File: src/rtl/status_pkg.sv
// -----------------------------------------------------------------------------
// status_pkg
// Shared definitions for the status reader block:
//   - bit positions inside the incoming status word
//   - bit positions inside the sticky flag vector
//   - read-handshake FSM state encoding
//   - default busy timeout
//   - sticky flag update helper (set has priority over clear)
// -----------------------------------------------------------------------------
package status_pkg;

  // Status word layout
  localparam int STATUS_W = 3;
  localparam int ST_DONE  = 0;
  localparam int ST_BUSY  = 1;
  localparam int ST_ERR   = 2;

  // Sticky flag layout
  localparam int NUM_FLAGS    = 4;
  localparam int FL_DONE      = 0;  // done rose
  localparam int FL_BUSY_FALL = 1;  // busy fell
  localparam int FL_ERR       = 2;  // error rose
  localparam int FL_TIMEOUT   = 3;  // busy stayed high too long

  // Read handshake FSM encoding
  localparam logic [0:0] RD_IDLE = 1'b0;
  localparam logic [0:0] RD_RESP = 1'b1;

  // Busy-high cycle count at which the timeout flag sets
  localparam int DEFAULT_TIMEOUT = 1000;

  // Sticky update: bits in clr drop, bits in set rise; a bit present in both
  // ends up set so an event landing in the acknowledge cycle is never lost.
  function automatic logic [NUM_FLAGS-1:0] flag_update(
    input logic [NUM_FLAGS-1:0] cur,
    input logic [NUM_FLAGS-1:0] clr,
    input logic [NUM_FLAGS-1:0] set
  );
    return (cur & ~clr) | set;
  endfunction

endpackage

File: src/rtl/status_edge_det.sv
// -----------------------------------------------------------------------------
// status_edge_det
// Registers the status word once (s_q), keeps its previous value (s_qq) and
// reports per-bit rising and falling edges between the two.
//
// Ports
//   clk     in   clock, rising edge
//   rst     in   asynchronous reset, active-low
//   status  in   raw status word {error, busy, done}
//   s_q     out  registered status word
//   rise    out  per-bit rise of s_q (s_q=1, s_qq=0)
//   fall    out  per-bit fall of s_q (s_q=0, s_qq=1)
//
// After reset release the edge outputs stay quiet until s_qq holds a value
// that was really sampled from s_q, so a status bit already high at release
// does not look like a rising edge.
// -----------------------------------------------------------------------------
module status_edge_det
  import status_pkg::*;
(
  input  logic                clk,
  input  logic                rst,
  input  logic [STATUS_W-1:0] status,
  output logic [STATUS_W-1:0] s_q,
  output logic [STATUS_W-1:0] rise,
  output logic [STATUS_W-1:0] fall
);

  logic [STATUS_W-1:0] s_qq;
  // armed_p0: s_q holds a post-reset sample; armed_p1: s_qq does too
  logic                armed_p0;
  logic                armed_p1;

  always_ff @(posedge clk or negedge rst) begin
    if (!rst) begin
      s_q      <= '0;
      s_qq     <= '0;
      armed_p0 <= 1'b0;
      armed_p1 <= 1'b0;
    end else begin
      s_q      <= status;
      s_qq     <= s_q;
      armed_p0 <= 1'b1;
      armed_p1 <= armed_p0;
    end
  end

  assign rise = armed_p1 ? (s_q & ~s_qq) : '0;
  assign fall = armed_p1 ? (~s_q & s_qq) : '0;

endmodule

File: src/rtl/status_reader.sv
// -----------------------------------------------------------------------------
// status_reader
// Watches a 3-bit status register, turns its edges into sticky flags, measures
// how long busy stays high, raises a maskable interrupt and lets a host read a
// {last_busy_len, flags} snapshot through a req/ack handshake. Acknowledging a
// snapshot clears exactly the flags it reported.
//
// Parameters
//   TIMEOUT  busy-high cycle count at which the timeout flag sets
//   CNT_W    busy-length counter width (saturating)
//
// Ports
//   clk       in   clock, rising edge
//   rst       in   asynchronous reset, active-low
//   status    in   {error, busy, done}
//   irq_mask  in   per-flag interrupt enable, 1 = enabled
//   rd_req    in   host read request (level)
//   rd_ack    in   host acknowledge of returned data
//   rd_valid  out  rd_data valid, held until acknowledged
//   rd_data   out  {last_busy_len, flags[3:0]} snapshot
//   irq       out  registered OR of (flags & irq_mask)
// -----------------------------------------------------------------------------
module status_reader
  import status_pkg::*;
#(
  parameter int TIMEOUT = DEFAULT_TIMEOUT,
  parameter int CNT_W   = 16
) (
  input  logic                       clk,
  input  logic                       rst,
  input  logic [STATUS_W-1:0]        status,
  input  logic [NUM_FLAGS-1:0]       irq_mask,
  input  logic                       rd_req,
  input  logic                       rd_ack,
  output logic                       rd_valid,
  output logic [CNT_W+NUM_FLAGS-1:0] rd_data,
  output logic                       irq
);

  localparam logic [CNT_W-1:0] CNT_MAX  = {CNT_W{1'b1}};
  localparam logic [CNT_W-1:0] TO_MATCH = CNT_W'(TIMEOUT - 1);

  function automatic logic [CNT_W-1:0] sat_inc(input logic [CNT_W-1:0] v);
    return (v == CNT_MAX) ? v : v + CNT_W'(1);
  endfunction

  // ---------------------------------------------------------------------------
  // Stage p0: registered status and its edges
  // ---------------------------------------------------------------------------
  logic [STATUS_W-1:0] s_q;
  logic [STATUS_W-1:0] rise;
  logic [STATUS_W-1:0] fall;

  status_edge_det u_edge_det (
    .clk    (clk),
    .rst    (rst),
    .status (status),
    .s_q    (s_q),
    .rise   (rise),
    .fall   (fall)
  );

  logic busy;
  logic busy_rise;
  logic busy_fall;
  logic unused_edges;

  assign busy      = s_q[ST_BUSY];
  assign busy_rise = rise[ST_BUSY];
  assign busy_fall = fall[ST_BUSY];
  assign unused_edges = ^{s_q[ST_DONE], s_q[ST_ERR], fall[ST_DONE], fall[ST_ERR]};

  // ---------------------------------------------------------------------------
  // Stage p1: busy-length counter, timeout detect, sticky flags, irq
  // ---------------------------------------------------------------------------
  logic [CNT_W-1:0] busy_cnt;
  logic [CNT_W-1:0] busy_cnt_cur;
  logic [CNT_W-1:0] last_busy_len;
  logic             to_fired;
  logic             timeout_hit;

  // A rise restarts the episode; counting that same cycle makes an N-cycle
  // busy pulse end with the counter at N.
  assign busy_cnt_cur = busy_rise ? '0 : busy_cnt;

  // to_fired keeps a saturated counter from re-arming the flag within one
  // episode after a read has cleared it.
  assign timeout_hit = busy && (busy_cnt_cur == TO_MATCH) && (busy_rise || !to_fired);

  always_ff @(posedge clk or negedge rst) begin
    if (!rst) begin
      busy_cnt      <= '0;
      last_busy_len <= '0;
      to_fired      <= 1'b0;
    end else begin
      if (busy) begin
        busy_cnt <= sat_inc(busy_cnt_cur);
      end
      if (busy_rise) begin
        to_fired <= 1'b0;
      end
      if (timeout_hit) begin
        to_fired <= 1'b1;
      end
      if (busy_fall) begin
        last_busy_len <= busy_cnt;
      end
    end
  end

  logic [0:0]           rd_state;
  logic [NUM_FLAGS-1:0] flags;
  logic [NUM_FLAGS-1:0] flag_set;
  logic [NUM_FLAGS-1:0] flag_clr;

  always_comb begin
    flag_set               = '0;
    flag_set[FL_DONE]      = rise[ST_DONE];
    flag_set[FL_BUSY_FALL] = busy_fall;
    flag_set[FL_ERR]       = rise[ST_ERR];
    flag_set[FL_TIMEOUT]   = timeout_hit;

    // Only the flags that were reported get cleared; anything that arrived
    // after the snapshot stays pending for the next read.
    flag_clr = '0;
    if ((rd_state == RD_RESP) && rd_ack) begin
      flag_clr = rd_data[NUM_FLAGS-1:0];
    end
  end

  always_ff @(posedge clk or negedge rst) begin
    if (!rst) begin
      flags <= '0;
      irq   <= 1'b0;
    end else begin
      flags <= flag_update(flags, flag_clr, flag_set);
      irq   <= |(flags & irq_mask);
    end
  end

  // ---------------------------------------------------------------------------
  // Stage p2: read handshake
  // ---------------------------------------------------------------------------
  always_ff @(posedge clk or negedge rst) begin
    if (!rst) begin
      rd_state <= RD_IDLE;
      rd_valid <= 1'b0;
      rd_data  <= '0;
    end else begin
      case (rd_state)
        RD_IDLE: begin
          if (rd_req) begin
            rd_data  <= {last_busy_len, flags};
            rd_valid <= 1'b1;
            rd_state <= RD_RESP;
          end
        end
        RD_RESP: begin
          if (rd_ack) begin
            rd_valid <= 1'b0;
            rd_state <= RD_IDLE;
          end
        end
        default: begin
          rd_valid <= 1'b0;
          rd_state <= RD_IDLE;
        end
      endcase
    end
  end

endmodule

File: config.mk
export PLATFORM = sky130hd
export DESIGN_NAME = status_reader
export DESIGN_NICKNAME = d
export VERILOG_FILES = /design/src/rtl/status_pkg.sv /design/src/rtl/status_edge_det.sv /design/src/rtl/status_reader.sv
export SDC_FILE = /design/constraint.sdc
export NUM_CORES = 1
export LEC_CHECK = 0
export BUFFER_PORTS_ARGS = -buffer_cell sky130_fd_sc_hd__buf_2
export CAP_MARGIN = 20
export CORE_UTILIZATION = 55
export CTS_CLUSTER_DIAMETER = 80
export CTS_CLUSTER_SIZE = 30
export DETAILED_ROUTE_END_ITERATION = 10
export PLACE_DENSITY = 0.81
export SYNTH_ARGS = -nofsm -noshare
export SYNTH_HDL_FRONTEND = slang
export SYNTH_SLANG_ARGS = --single-unit
File: constraint.sdc
create_clock -name clk -period 1.9 [get_ports clk]
set_input_delay 0.38 -clock clk [delete_from_list [all_inputs] [get_ports clk]]
set_output_delay 0.38 -clock clk [all_outputs]
set_load 0.03 [all_outputs]
==> summary.md, run 1 <==
| Metric | Value |
|---|---|
| # nets final | `275` |
| Synth top area cells | `dfrtp_1 (61%), mux2_2 (13%), nand2_1 (3.9%)` |
| CORE AREA | `4786 um^2` |
| DR pass1 iterations | `4` |
| Gr ovfl total | `0` |
| CTS tree | `built` |
| Max-cap violations | `0` |
| Final min period | `1674 ps` |
| # fillers | `346` |
| EDFF count, synth | `0` |
| CTS Hold Buffers Added | `0` |
| Worst-path clk slew | `70 ps` |
| Reg2reg end | `busy_cnt[13]$_DFFE_PN0P_` |
| ANT cells | `0` |
| Drt total wl | `4763 um` |
| # rows | `25` |
| Cells after Synth | `220` |
| Largest net degree at the start of global routing | `25` |
| Average size of a mapped cell | `12.67 um^2` |
| Skew-Pair Late Insertion Delay | `340 ps` |
| Synth area leader | `dfrtp_1` |
| Post-DRT Antenna Nets | `0` |
| Flops & latches, synth | `68` |
| Crit. Startpoint | `u_edge_det.s_q[1]$_DFF_PN0_` |
| FFs w/ async S/R, synth | `1.000` |
| Final setup TNS | `0 ps` |
| Synth cell count leaders | `dfrtp_1 (68), mux2_2 (33), nand2_1 (29), nand3_1 (9), nor2_1 (8)` |
| Hold WC Path Type | `in -> async` |
| Resize count post-CTS | `0` |
| Die Y | `73.18 um` |
| Post-DP HPWL | `3406 um` |
| Data required time of the worst path | `2120 ps` |
| Final Setup Violations | `0` |
| Setup crit end kind | `flop` |
| Avg WL per Cell | `14.22 um` |
| Cell Area, Synth | `2786 um^2` |
| Via/cell ratio | `5.391` |
| Hold slack | `38.07 ps` |
| R2R Path Start | `u_edge_det.s_q[1]$_DFF_PN0_` |
| Area growth from synthesis to layout | `17.42%` |
| CTS root buf | `clkbuf_8` |
| Period utilization | `0.8809` |
| Starting Density | `0.5822` |
| Skew final | `8.631 ps` |
| Post-synthesis sequential area ratio | `0.6107` |
| Setup slack, reg-to-reg | `230 ps` |
| Vias | `1806` |
| Vias in the first global route | `1750` |
| First-pass GRT wire length | `8211 um` |
| Total track usage | `0.2127` |
| Syn Nets | `231` |
| Post-CTS setup buffers | `0` |
| Worst slack at placement | `235.3 ps` |
| Leading register cell type out of synthesis | `dfrtp_1` |
| Io pins | `33` |
| Crit path to | `busy_cnt[13]$_DFFE_PN0P_` |
| Pins over their slew limit | `0` |
| Worst Tran Pin Value | `589.3 ps` |
| Status | `finished, final reports clean` |
| Worst R2R Path Depth | `5` |
| Unrepaired setup endpoints after global routing | `no` |
| Width of the die | `73.18 um` |
| Static leakage | `1.627 nW` |
| Setup crit start kind | `flop` |
| Peak supply drop | `0.7706 mV` |
| Clock buffer depth | `2` |
| H-tree levels | `3` |
| GP Congestion | `0.8577` |
| IO buf count | `32` |
| Data arrival time of the critical path | `1900 ps` |
| Final worst slack | `226.4 ps` |
| CTS buffer count | `9` |
| Synth unique cells | `46` |
| Critical path class | `reg -> reg` |
| Full die area | `5355 um^2` |
| CP Max Fanout | `10` |
| Top-area cell type share of the netlist area | `0.6107` |
| Count leader, synth | `dfrtp_1` |
| DRC | `0` |
| Slew headroom | `0.6071` |
| Initial drt markers | `119` |
| Final Hold Fails | `0` |
| PD cells | `1134 nW/um^2` |
| Multi-input logic area | `1035 um^2` |
| Clock Sinks | `68` |
| Initial antenna violation count | `0` |
| Max Clk Rate | `0.5975 GHz` |
| Layout cells sized above 1 | `0.3582` |
| Ys Warns | `0` |
| FF+latch area | `1702 um^2` |
==> layout make-up <==
class	count	share of cell area
Tap cell	67	0.02562
Multi-Input combinational cell	140	0.3163
Timing Repair Buffer	41	0.07725
Clock buffer	13	0.04551
Sequential cell	68	0.5201
Clock inverter	2	0.01071
Inverter	4	0.004589
==> layout by cell type (no fill, tap or decap), drive strengths merged, types with 2 or more instances in the layout <==
cell type | Yosys | final
buf | 4 | 41
nor4 | 2 | 2
inv | 4 | 4
a22oi | 2 | 2
nand3b | 2 | 2
nand2b | 2 | 2
nor3 | 5 | 5
nand4 | 4 | 4
o21ai | 7 | 7
nor2 | 8 | 8
nor2b | 3 | 3
dfrtp | 68 | 68
and3 | 3 | 3
a31oi | 2 | 2
mux2i | 4 | 4
clkbuf | 4 | 13
nand2 | 29 | 29
mux2 | 34 | 34
and4 | 2 | 2
o211ai | 3 | 3
a21oi | 3 | 3
nand3 | 10 | 10
==> state kept, by name, indices dropped and copies added (netlist names) <==
signal,flops
rd_valid,1
rd_data,20
to_fired,1
u_edge_det.armed_p0,1
busy_cnt,16
last_busy_len,16
flags,4
u_edge_det.armed_p1,1
u_edge_det.s_qq,3
rd_state,1
u_edge_det.s_q,3
irq,1
==> metal layers <==
metal	part of all wire	vias to the layer above	wire (um)	track usage
met4	0.025	0	121	0.1176
met5	0	-	0	0
met2	0.46	33	2214	0.3107
li1	-	878	-	-
met1	0.47	882	2251	0.2860
met3	0.037	13	176	0.06215
==> logic make-up after synthesis <==
family                    after synthesis  synth area share
and+or+nand+nor                        73            0.1459
muxes                                  38            0.1518
DFF                                    68            0.6107
xor gates and xnor gates                2          0.006288
buffers and inverters                  12           0.01886
AOI/OAI and AO/OA                      26           0.06511
other                                   1          0.001346
==> worst min-delay path by stage <==
stage | startpoint | endpoint | slack [ps]
5_1_grt | rst | busy_cnt[1]$_DFFE_PN0P_ | 80
4_1_cts | rst | rd_data[5]$_DFFE_PN0P_ | 60
3_5_place_dp | u_edge_det.armed_p0$_DFF_PN0_ | u_edge_det.armed_p1$_DFF_PN0_ | 330
2_1_floorplan | rst | busy_cnt[0]$_DFFE_PN0P_ | 80
6_report | rst | busy_cnt[1]$_DFFE_PN0P_ | 40
3_3_place_gp | u_edge_det.armed_p0$_DFF_PN0_ | u_edge_det.armed_p1$_DFF_PN0_ | 330
==> metrics by stage <==
stage	instance area, um^2	util	power [mW]	cells
2_1_floorplan	2786	-	2.361	220
3_3_place_gp	3088	0.6452	2.593	320
3_5_place_dp	3088	0.6452	2.615	320
4_1_cts	3272	0.6837	3.741	335
5_1_grt	3272	0.6837	3.897	335
6_report	3272	0.6837	3.711	335
==> where the power goes <==
| group | switching, mW | internal [mW] | leakage (nW) |
|---|---|---|---|
| Combinational | 0.445 | 0.292 | 0.645 |
| Clock | 0.495 | 0.634 | 0.0935 |
| Sequential | 0.167 | 1.68 | 0.888 |
| Total | 1.11 | 2.60 | 1.63 |
==> worst max-delay path, stage by stage (launching register included) <==
cell	delay, ps
dfrtp_1	520
nand3_1	180
a211o_1	320
nor3_2	260
nand2_1	110
xor2_1	170
Power figures use the tool's default switching activity.
==> run 2, diff against run 1 <==
REMOVE_ABC_BUFFERS = 1   (was not set)
==> run 2 against run 1 <==
- clock skew hardly changed
- utilization is 1.3 points lower
- sequential power hardly changed
- critical path type unchanged
- register-to-register slack worse by 30 ps
- critical path depth is 1 lower
- fmax is 2.0% lower
- global-route usage is 0.68 points higher
- sequential share of layout area is 1.0 points higher
- power is 4.4% lower
- largest power group unchanged
- worst setup slack worse by 34 ps
- clock-buffer cell count is 2 lower
- die area stayed put
==> summary.md, run 2 (synthesis results as in run 1) <==
| Metric | Value |
|---|---|
| Post-DRT Antenna Nets | `0` |
| Pins over their slew limit | `0` |
| Setup slack, reg-to-reg | `190 ps` |
| Vias | `1818` |
| DRC | `0` |
| CP Max Fanout | `9` |
| Area growth from synthesis to layout | `15.18%` |
| CP delay by family, top | `flip-flops` |
| CP max-delay cell | `dfrtp_1` |
| Static leakage | `1.599 nW` |
| Max reg flops | `20` |
| Via/cell ratio | `5.492` |
| Vias in the first global route | `1812` |
| Worst R2R Path Depth | `4` |
| # nets final | `272` |
| Io pins | `33` |
| Skew-Pair Late Insertion Delay | `330 ps` |
| Post-DP HPWL | `3291 um` |
| Setup crit end kind | `flop` |
| Clock Sinks | `68` |
| Largest net degree at the start of global routing | `69` |
| Width of the die | `73.18 um` |
| PD cells | `1105 nW/um^2` |
| Largest Register | `rd_data` |
| Final min period | `1708 ps` |
| Most frequent cells in the layout | `dfrtp_1 (68), mux2_2 (33), buf_2 (32), nand2_1 (29), clkbuf_8 (10)` |
| Data arrival time of the critical path | `1920 ps` |
| Crit path largest cell delay | `480 ps` |
| CORE AREA | `4786 um^2` |
| Die Y | `73.18 um` |
| Regs by FF count | `rd_data (20), busy_cnt (16), last_busy_len (16)` |
| Data required time of the worst path | `2110 ps` |
| Unrepaired setup endpoints after global routing | `no` |
| Crit-path cells | `and4_4 -> nand4_2 -> o21ai_2 -> mux2_1` |
| DR pass1 iterations | `4` |
| CTS Hold Buffers Added | `0` |
| Final setup TNS | `0 ps` |
| Total power draw | `3.548 mW` |
| CTS root buf | `clkbuf_8` |
| Setup crit start kind | `flop` |
| Avg WL per Cell | `15.05 um` |
| Most common library cell in the layout ignoring fill and taps | `dfrtp_1` |
| Final non-filler cell total | `331` |
| GP Congestion | `0.8957` |
| Peak supply drop | `0.7549 mV` |
| Gr ovfl total | `0` |
| # rows | `25` |
| Hold slack | `61.89 ps` |
| R2R Path Start | `busy_cnt[0]$_DFFE_PN0P_` |
| Final Setup Violations | `0` |
| CTS tree | `built` |
| Post-CTS setup buffers | `0` |
| Layout cells sized above 1 | `0.3561` |
| CTS buffer count | `9` |
| Full die area | `5355 um^2` |
| Initial antenna violation count | `0` |
| Hold WC Path Type | `in -> async` |
| Clock buffer depth | `2` |
| Resize count post-CTS | `0` |
| H-tree levels | `3` |
| ANT cells | `0` |
| Period utilization | `0.8989` |
| Reg2reg end | `busy_cnt[0]$_DFFE_PN0P_` |
| Inst Count DP | `317` |
| Initial drt markers | `142` |
| Max-cap violations | `0` |
| Worst-path clk slew | `60 ps` |
| Starting Density | `0.5822` |
| Status | `finished, final reports clean` |
| Critical path class | `reg -> reg` |
| Total track usage | `0.2195` |
| IO buf count | `32` |
| Final Hold Fails | `0` |
| Skew final | `8.336 ps` |
| Drt total wl | `4980 um` |
| First-pass GRT wire length | `8576 um` |
| Max Clk Rate | `0.5855 GHz` |
| WP buf/inv | `0` |
==> run 2: worst max-delay path by stage <==
stage                                   from                       end  slack, ps  cells after the start
global route        busy_cnt[12]$_DFFE_PN0P_  busy_cnt[13]$_DFFE_PN0P_        100                      5
finish               busy_cnt[0]$_DFFE_PN0P_   busy_cnt[0]$_DFFE_PN0P_        190                      4
detailed placement   busy_cnt[0]$_DFFE_PN0P_   busy_cnt[0]$_DFFE_PN0P_        200                      4
CTS                  busy_cnt[0]$_DFFE_PN0P_   busy_cnt[0]$_DFFE_PN0P_        190                      4
floorplan                 rd_state$_DFF_PN0_    rd_data[0]$_DFFE_PN0P_        -30                      2
global placement     busy_cnt[0]$_DFFE_PN0P_   busy_cnt[0]$_DFFE_PN0P_        290                      4
==> run 2: layer usage <==
layer  vias up  track usage  routed length (um)
met5         -            0                   0
met4         0      0.08497                  74
met3         9      0.06768                 196
met2        38       0.3457                2397
met1       905       0.2858                2311
li1        866            -                   -
==> run 2: through the flow <==
| stage | setup WS [ps] | util | area, um^2 |
|---|---|---|---|
| after floorplan | -31.74 | - | 2749 |
| after global placement | 285.4 | 0.6379 | 3053 |
| after detailed placement | 204.2 | 0.6379 | 3053 |
| after CTS | 191.5 | 0.6706 | 3209 |
| after global routing | 96.78 | 0.6706 | 3209 |
| final | 192.1 | 0.6706 | 3209 |
==> run 2: cell type report <==
type                    instances  area (um^2)
clock buffers                  11        141.4
clock inverters                 3        15.01
fillers                       386         1577
inverters                       4        15.01
multi-input cells             140         1035
flip-flops and latches         68         1702
well taps                      67        83.83
repair buffers                 38        217.7
==> run 2: power by group <==
part           total [mW]  internal, mW  switching (mW)  leakage [nW]
clock network       0.965         0.488           0.477        0.0848
registers            1.86          1.68           0.185         0.888
logic               0.721         0.281           0.441         0.626
